`src/rtl/ws2812_pkg.sv`:
```
// Shared types and default timing for the WS2812 panel driver.
package ws2812_pkg;

  typedef enum logic [1:0] {
    IDLE = 2'd0,
    SEND = 2'd1,
    GAP  = 2'd2
  } state_t;

  // Default timing at 50 MHz: 1.2 us bit, 0.3/0.9 us high, 300 us latch gap.
  localparam int T_BIT_D        = 60;
  localparam int T_H0_D         = 15;
  localparam int T_H1_D         = 45;
  localparam int T_RST_D        = 15000;

  // 8x8 panel, GRB 8:8:8 per pixel.
  localparam int N_PIXEL_D      = 64;
  localparam int BITS_PER_PIXEL = 24;

endpackage

```
`src/rtl/ws2812_bit_timer.sv`:
```
// Per-bit cycle counter and NRZ encoder: produces the registered dout line
// and a strobe on the last cycle of each bit period.
module ws2812_bit_timer #(
  parameter int T_BIT = 60,
  parameter int T_H0  = 15,
  parameter int T_H1  = 45
) (
  input  logic sys_clk,
  input  logic sys_rst,
  input  logic en,
  input  logic bit_in,
  output logic dout,
  output logic bit_end
);

  localparam int                CYC_W    = $clog2(T_BIT);
  localparam logic [CYC_W-1:0]  CYC_LAST = CYC_W'(T_BIT - 1);

  logic [CYC_W-1:0] cnt_cyc;
  logic             bit_q;
  logic             b;

  assign bit_end = en && (cnt_cyc == CYC_LAST);

  // bit_in is only guaranteed valid for the current address at cycle 0,
  // so later cycles of the bit use the captured copy.
  assign b = (cnt_cyc == '0) ? bit_in : bit_q;

  // Cycle counter, bit capture and registered high/low decision.
  always_ff @(posedge sys_clk or posedge sys_rst) begin
    if (sys_rst) begin
      cnt_cyc <= '0;
      bit_q   <= 1'b0;
      dout    <= 1'b0;
    end else begin
      cnt_cyc <= (!en || bit_end) ? '0 : cnt_cyc + 1'b1;
      if (en && (cnt_cyc == '0))
        bit_q <= bit_in;
      dout <= en && (32'(cnt_cyc) < (b ? T_H1 : T_H0));
    end
  end

endmodule

```
`src/rtl/ws2812_frame_drv.sv`:
```
// WS2812 frame driver: walks frame/pixel/bit addresses for data_cfg, sends
// each returned bit as an NRZ pulse, then holds the line low for the latch gap.
module ws2812_frame_drv
  import ws2812_pkg::*;
#(
  parameter int T_BIT   = T_BIT_D,
  parameter int T_H0    = T_H0_D,
  parameter int T_H1    = T_H1_D,
  parameter int T_RST   = T_RST_D,
  parameter int N_PIXEL = N_PIXEL_D,
  parameter int N_FRAME = 3
) (
  input  logic       sys_clk,
  input  logic       sys_rst,
  input  logic       start,
  input  logic [3:0] frame_sel,
  input  logic       bit_in,
  output logic [3:0] cnt_in,
  output logic [6:0] cnt_pixel,
  output logic [4:0] cnt_bit,
  output logic       dout,
  output logic       busy,
  output logic       done
);

  localparam int               GAP_W    = $clog2(T_RST);
  localparam logic [6:0]       PIX_LAST = 7'(N_PIXEL - 1);
  localparam logic [4:0]       BIT_LAST = 5'(BITS_PER_PIXEL - 1);
  localparam logic [GAP_W-1:0] GAP_LAST = GAP_W'(T_RST - 1);

  state_t           state, state_nxt;
  logic [GAP_W-1:0] gap_cnt;
  logic             send;
  logic             bit_end;
  logic             accept;
  logic             frame_end;
  logic             gap_end;

  assign send      = (state == SEND);
  assign accept    = (state == IDLE) && start;
  assign frame_end = bit_end && (cnt_bit == BIT_LAST) && (cnt_pixel == PIX_LAST);
  assign gap_end   = (state == GAP) && (gap_cnt == GAP_LAST);

  ws2812_bit_timer #(
    .T_BIT (T_BIT),
    .T_H0  (T_H0),
    .T_H1  (T_H1)
  ) u_bit_timer (
    .sys_clk (sys_clk),
    .sys_rst (sys_rst),
    .en      (send),
    .bit_in  (bit_in),
    .dout    (dout),
    .bit_end (bit_end)
  );

  // State register.
  always_ff @(posedge sys_clk or posedge sys_rst) begin
    if (sys_rst) state <= IDLE;
    else         state <= state_nxt;
  end

  // Next-state: start only matters in IDLE, so requests while busy drop.
  always_comb begin
    state_nxt = state;
    case (state)
      IDLE:    if (start)     state_nxt = SEND;
      SEND:    if (frame_end) state_nxt = GAP;
      GAP:     if (gap_end)   state_nxt = IDLE;
      default:                state_nxt = IDLE;
    endcase
  end

  // Outputs decoded from state.
  always_comb begin
    busy = (state != IDLE);
  end

  // Address counters, gap timer and the end-of-gap pulse.
  always_ff @(posedge sys_clk or posedge sys_rst) begin
    if (sys_rst) begin
      cnt_in    <= '0;
      cnt_pixel <= '0;
      cnt_bit   <= '0;
      gap_cnt   <= '0;
      done      <= 1'b0;
    end else begin
      done    <= gap_end;
      gap_cnt <= ((state == GAP) && !gap_end) ? gap_cnt + 1'b1 : '0;
      if (accept) begin
        cnt_in    <= (32'(frame_sel) >= N_FRAME) ? 4'd0 : frame_sel;
        cnt_pixel <= '0;
        cnt_bit   <= '0;
      end else if (bit_end) begin
        if (cnt_bit == BIT_LAST) begin
          cnt_bit   <= '0;
          cnt_pixel <= (cnt_pixel == PIX_LAST) ? '0 : cnt_pixel + 1'b1;
        end else begin
          cnt_bit <= cnt_bit + 1'b1;
        end
      end
    end
  end

endmodule
```
`config.mk`:
```
export PLATFORM = sky130hd
export DESIGN_NAME = ws2812_frame_drv
export DESIGN_NICKNAME = d
export VERILOG_FILES = /design/src/rtl/ws2812_pkg.sv /design/src/rtl/ws2812_bit_timer.sv /design/src/rtl/ws2812_frame_drv.sv
export SDC_FILE = /design/constraint.sdc
export NUM_CORES = 1
export LEC_CHECK = 0
export CORE_MARGIN = 2
export CORE_UTILIZATION = 23
export DETAILED_ROUTE_END_ITERATION = 8
export PLACE_DENSITY = 0.49
export SYNTH_ARGS = -nofsm -noshare
export SYNTH_HDL_FRONTEND = slang
export SYNTH_SLANG_ARGS = --single-unit
```
`constraint.sdc`:
```
create_clock -name sys_clk -period 2.3 [get_ports sys_clk]
set_input_delay 0.575 -clock sys_clk [delete_from_list [all_inputs] [get_ports sys_clk]]
set_output_delay 0.575 -clock sys_clk [all_outputs]
set_load 0.005 [all_outputs]
```
==> impl_metrics.tcl <==
set metrics [dict create \
    clock_path_buffers 2 \
    rows 34 \
    path_max_fanout 6 \
    leakagePower_nw 1.07 \
    startpoint_type "register" \
    avgViaCountPerCell 4.54 \
    fp.dieArea_um2 9680 \
    yosysSeqAreaShare 0.501 \
    tightest_slew_ps 338 \
    syn_area_um2 2050 \
    status "finished clean" \
    fin_nets 250 \
    finalCriticalPeriod_ps 2090 \
    crit_start "u_bit_timer.cnt_cyc[4]" \
    start_util 0.236 \
    slowest_stage "dfrtp_1" \
    drc_errors 0 \
    setup_viol 0 \
    syn_inst 203 \
    antenna_found_initial 0 \
    slowest_delay_ps 450 \
    ys_types 38 \
    synth_top_flop_cell "dfrtp_1" \
    cts_htree_levels 2 \
    critPathBufInv 0 \
    hold_violations 0 \
    die_w_um 98.4 \
    worst_slack_ps 215 \
    dieHeight_um 98.4 \
    drt_pass1_iterations 4 \
    max-vdd-ir-drop_uv 272 \
    grt_pass1_wl_mm 7.59 \
    synth_warnings 0 \
    worstSkewPairLatency_ps 280 \
    ant_nets 0 \
    fmax_mhz 480 \
    ff2ff_path_depth 8 \
    cts_root_buffer "clkbuf_8" \
    grt_max_degree 42 \
    cts-resized-gates 0 \
    cts_made_buffers 5 \
    worstSetupEndpointType "register" \
    synthDominantCellAreaShare 0.501 \
    switching_share 0.291 \
    max_slew_margin 0.774 \
    r2r-end "u_bit_timer.dout" \
    r2r-start "u_bit_timer.cnt_cyc[4]" \
    arrival_ps 2310 \
    syn_area_per_cell_um2 10.1 \
    place_hpwl_mm 3.02 \
    core_area_um2 8680 \
    syn-num-nets 218 \
    critPathRequiredTime_ps 2530 \
    yosysTopAreaCell "dfrtp_1" \
    power_frac_seq 0.475 \
    track_usage 0.0956 \
    place_worst_setup_slack_ps 210 \
    placed_area_um2 2460 \
    path_class "reg -> reg" \
    async_flop_share 1.00 \
    final_cell_area_um2 2580 \
    r2r_slack_ps 210 \
    fin_skew_ps 10.5 \
    final_layout_size_suffix_gt1_frac 0.0763 \
    p_int_mw 1.43 \
    grt-ovfl-total 0 \
    detail_route.wl_per_cell_um 12.4 \
    gp_congestion 0.764 \
    min_path_type "reg -> reg" \
    grt_pass1_vias 1561 \
    rsz0062_at_grt "no" \
    drtIter0Drc 58 \
    pin_count 27 \
    vias 1562 \
    powerDensity_nw_per_um2 781 \
    ys_ff_latch 41 \
    cp_top_family "simple AND/OR/NAND/NOR gates" \
    portBuffers 26 \
    routed_wl_mm 4.28 \
    min_to "gap_cnt[0]" \
    finalMaxSlewViolations 0 \
    power_frac_clock 0.296 \
    min_delay_path_depth 1 \
    path_cells "nor4_1 > and2_1 > mux2_2 > ha_1 > a21oi_1 > nor2_1 > o21ai_0 > and3b_1" \
    cts.sink_count 41 \
    fin_crit_sh 0.907 \
    hold_path.startpoint "gap_cnt[0]" \
    drv_cap 0 \
    postCtsSetupBuffers 0 \
    synth.area.top_cells "dfrtp_1, xor2_1, nor2_1" \
    hold_buffers 0 \
    synth_edf_count 0 \
    num_antenna_cells 0 \
    area_growth_pct 26.0 \
    cts_tree "done" \
    cts.reportedPaths.clkPinSlew_ps 80 \
    p_switching_uw 586 \
    finalSetupTns_ps 0 \
    comb_power_share 0.228 \
]
metrics by stage:
stage	total power [mW]	std cells	hold WS [ps]	util
2_1_floorplan	1.25	203	424	-
3_3_place_gp	1.44	336	446	0.284
3_5_place_dp	1.44	336	453	0.284
4_1_cts	2.06	344	465	0.297
5_1_grt	2.17	344	508	0.297
6_report	2.02	344	459	0.297
worst register-to-register path, stage by stage (launching register included):
cell,delay [ps]
dfrtp_1,450
nor4_1,280
and2_1,190
mux2_2,350
ha_1,270
a21oi_1,140
nor2_1,50
o21ai_0,150
and3b_1,170
state kept, by name (all words and copies together), names as in the netlist:
signal,flops
u_bit_timer.bit_q,1
state,2
u_bit_timer.dout,1
done,1
u_bit_timer.cnt_cyc,6
cnt_in,4
gap_cnt,14
cnt_pixel,7
cnt_bit,5
kinds of logic after synthesis:
logic type / Yosys count / share of synthesized area
XOR/XNOR: 19 / 0.0812
multiplexers: 3 / 0.0159
flip-flops: 41 / 0.501
AND/OR/NAND/NOR: 107 / 0.295
AO/OA/AOI/OAI: 15 / 0.0428
adder cells (fa/ha/maj): 7 / 0.0428
buffers and inverters: 11 / 0.0214
synthesized netlist by cell type (2+ instances only):
master    instances
dfrtp_1          41
nor2_1           28
nand2_1          18
xor2_1           15
nand3_1          13
nand4_1           8
ha_1              7
and2_1            6
inv_1             6
a21oi_1           5
o21ai_0           5
and3_1            4
nand4b_1          4
xnor2_1           4
and4_1            3
clkbuf_1          3
nor3_1            3
or3_1             3
and3b_1           2
and4b_4           2
mux2_2            2
nand3b_1          2
nor3b_1           2
nor4_1            2
o22ai_1           2
cells in the final DEF, fill, tap and decap left out, types with 3 or more instances in the layout:
cell             count
a21oi_1              5
nand4b_1             4
inv_1                6
o21ai_0              5
or3_1                3
nand3_1             13
clkdlybuf4s50_1     26
and3_1               4
buf_4                3
nand4_1              8
nor3_1               3
dfrtp_1             41
nand2_1             18
ha_1                 7
and4_1               3
xor2_1              15
and2_1               6
nor2_1              28
clkbuf_8             6
xnor2_1              4
final cells by class:
type / count / area (um^2)
repair buffers: 30 / 303
well taps: 108 / 135
clock inverters: 1 / 30.0
clock buffers: 7 / 86.3
fillers: 934 / 6100
multi-input cells: 151 / 978
inverters: 6 / 22.5
flip-flops and latches: 41 / 1030
how the worst max path moves through the flow:
| stage | to | cells past startpoint |
|---|---|---|
| final | u_bit_timer.dout | 8 |
| after global routing | u_bit_timer.dout | 8 |
| after CTS | u_bit_timer.dout | 8 |
| after detailed placement | u_bit_timer.dout | 7 |
| after global placement | u_bit_timer.dout | 7 |
| after floorplan | u_bit_timer.dout | 8 |
layer usage:
metal  share of wire  track usage  routed length (um)  up-vias
met4          0.0072       0.0253                  31        0
met2            0.42        0.139                1820       32
li1                -            -                   -      776
met3           0.040       0.0272                 173        2
met5               0            0                   0        -
met1            0.53        0.140                2260      752
power by group through the flow:
stage	logic (mW)	registers [mW]	clock network, mW
3_3_place_gp	0.466	0.970	0
5_1_grt	0.532	0.978	0.664
2_1_floorplan	0.305	0.946	0
3_5_place_dp	0.463	0.975	0
6_report	0.461	0.958	0.598
4_1_cts	0.468	0.961	0.626
Note: power is estimated with default switching activity, not from simulation.
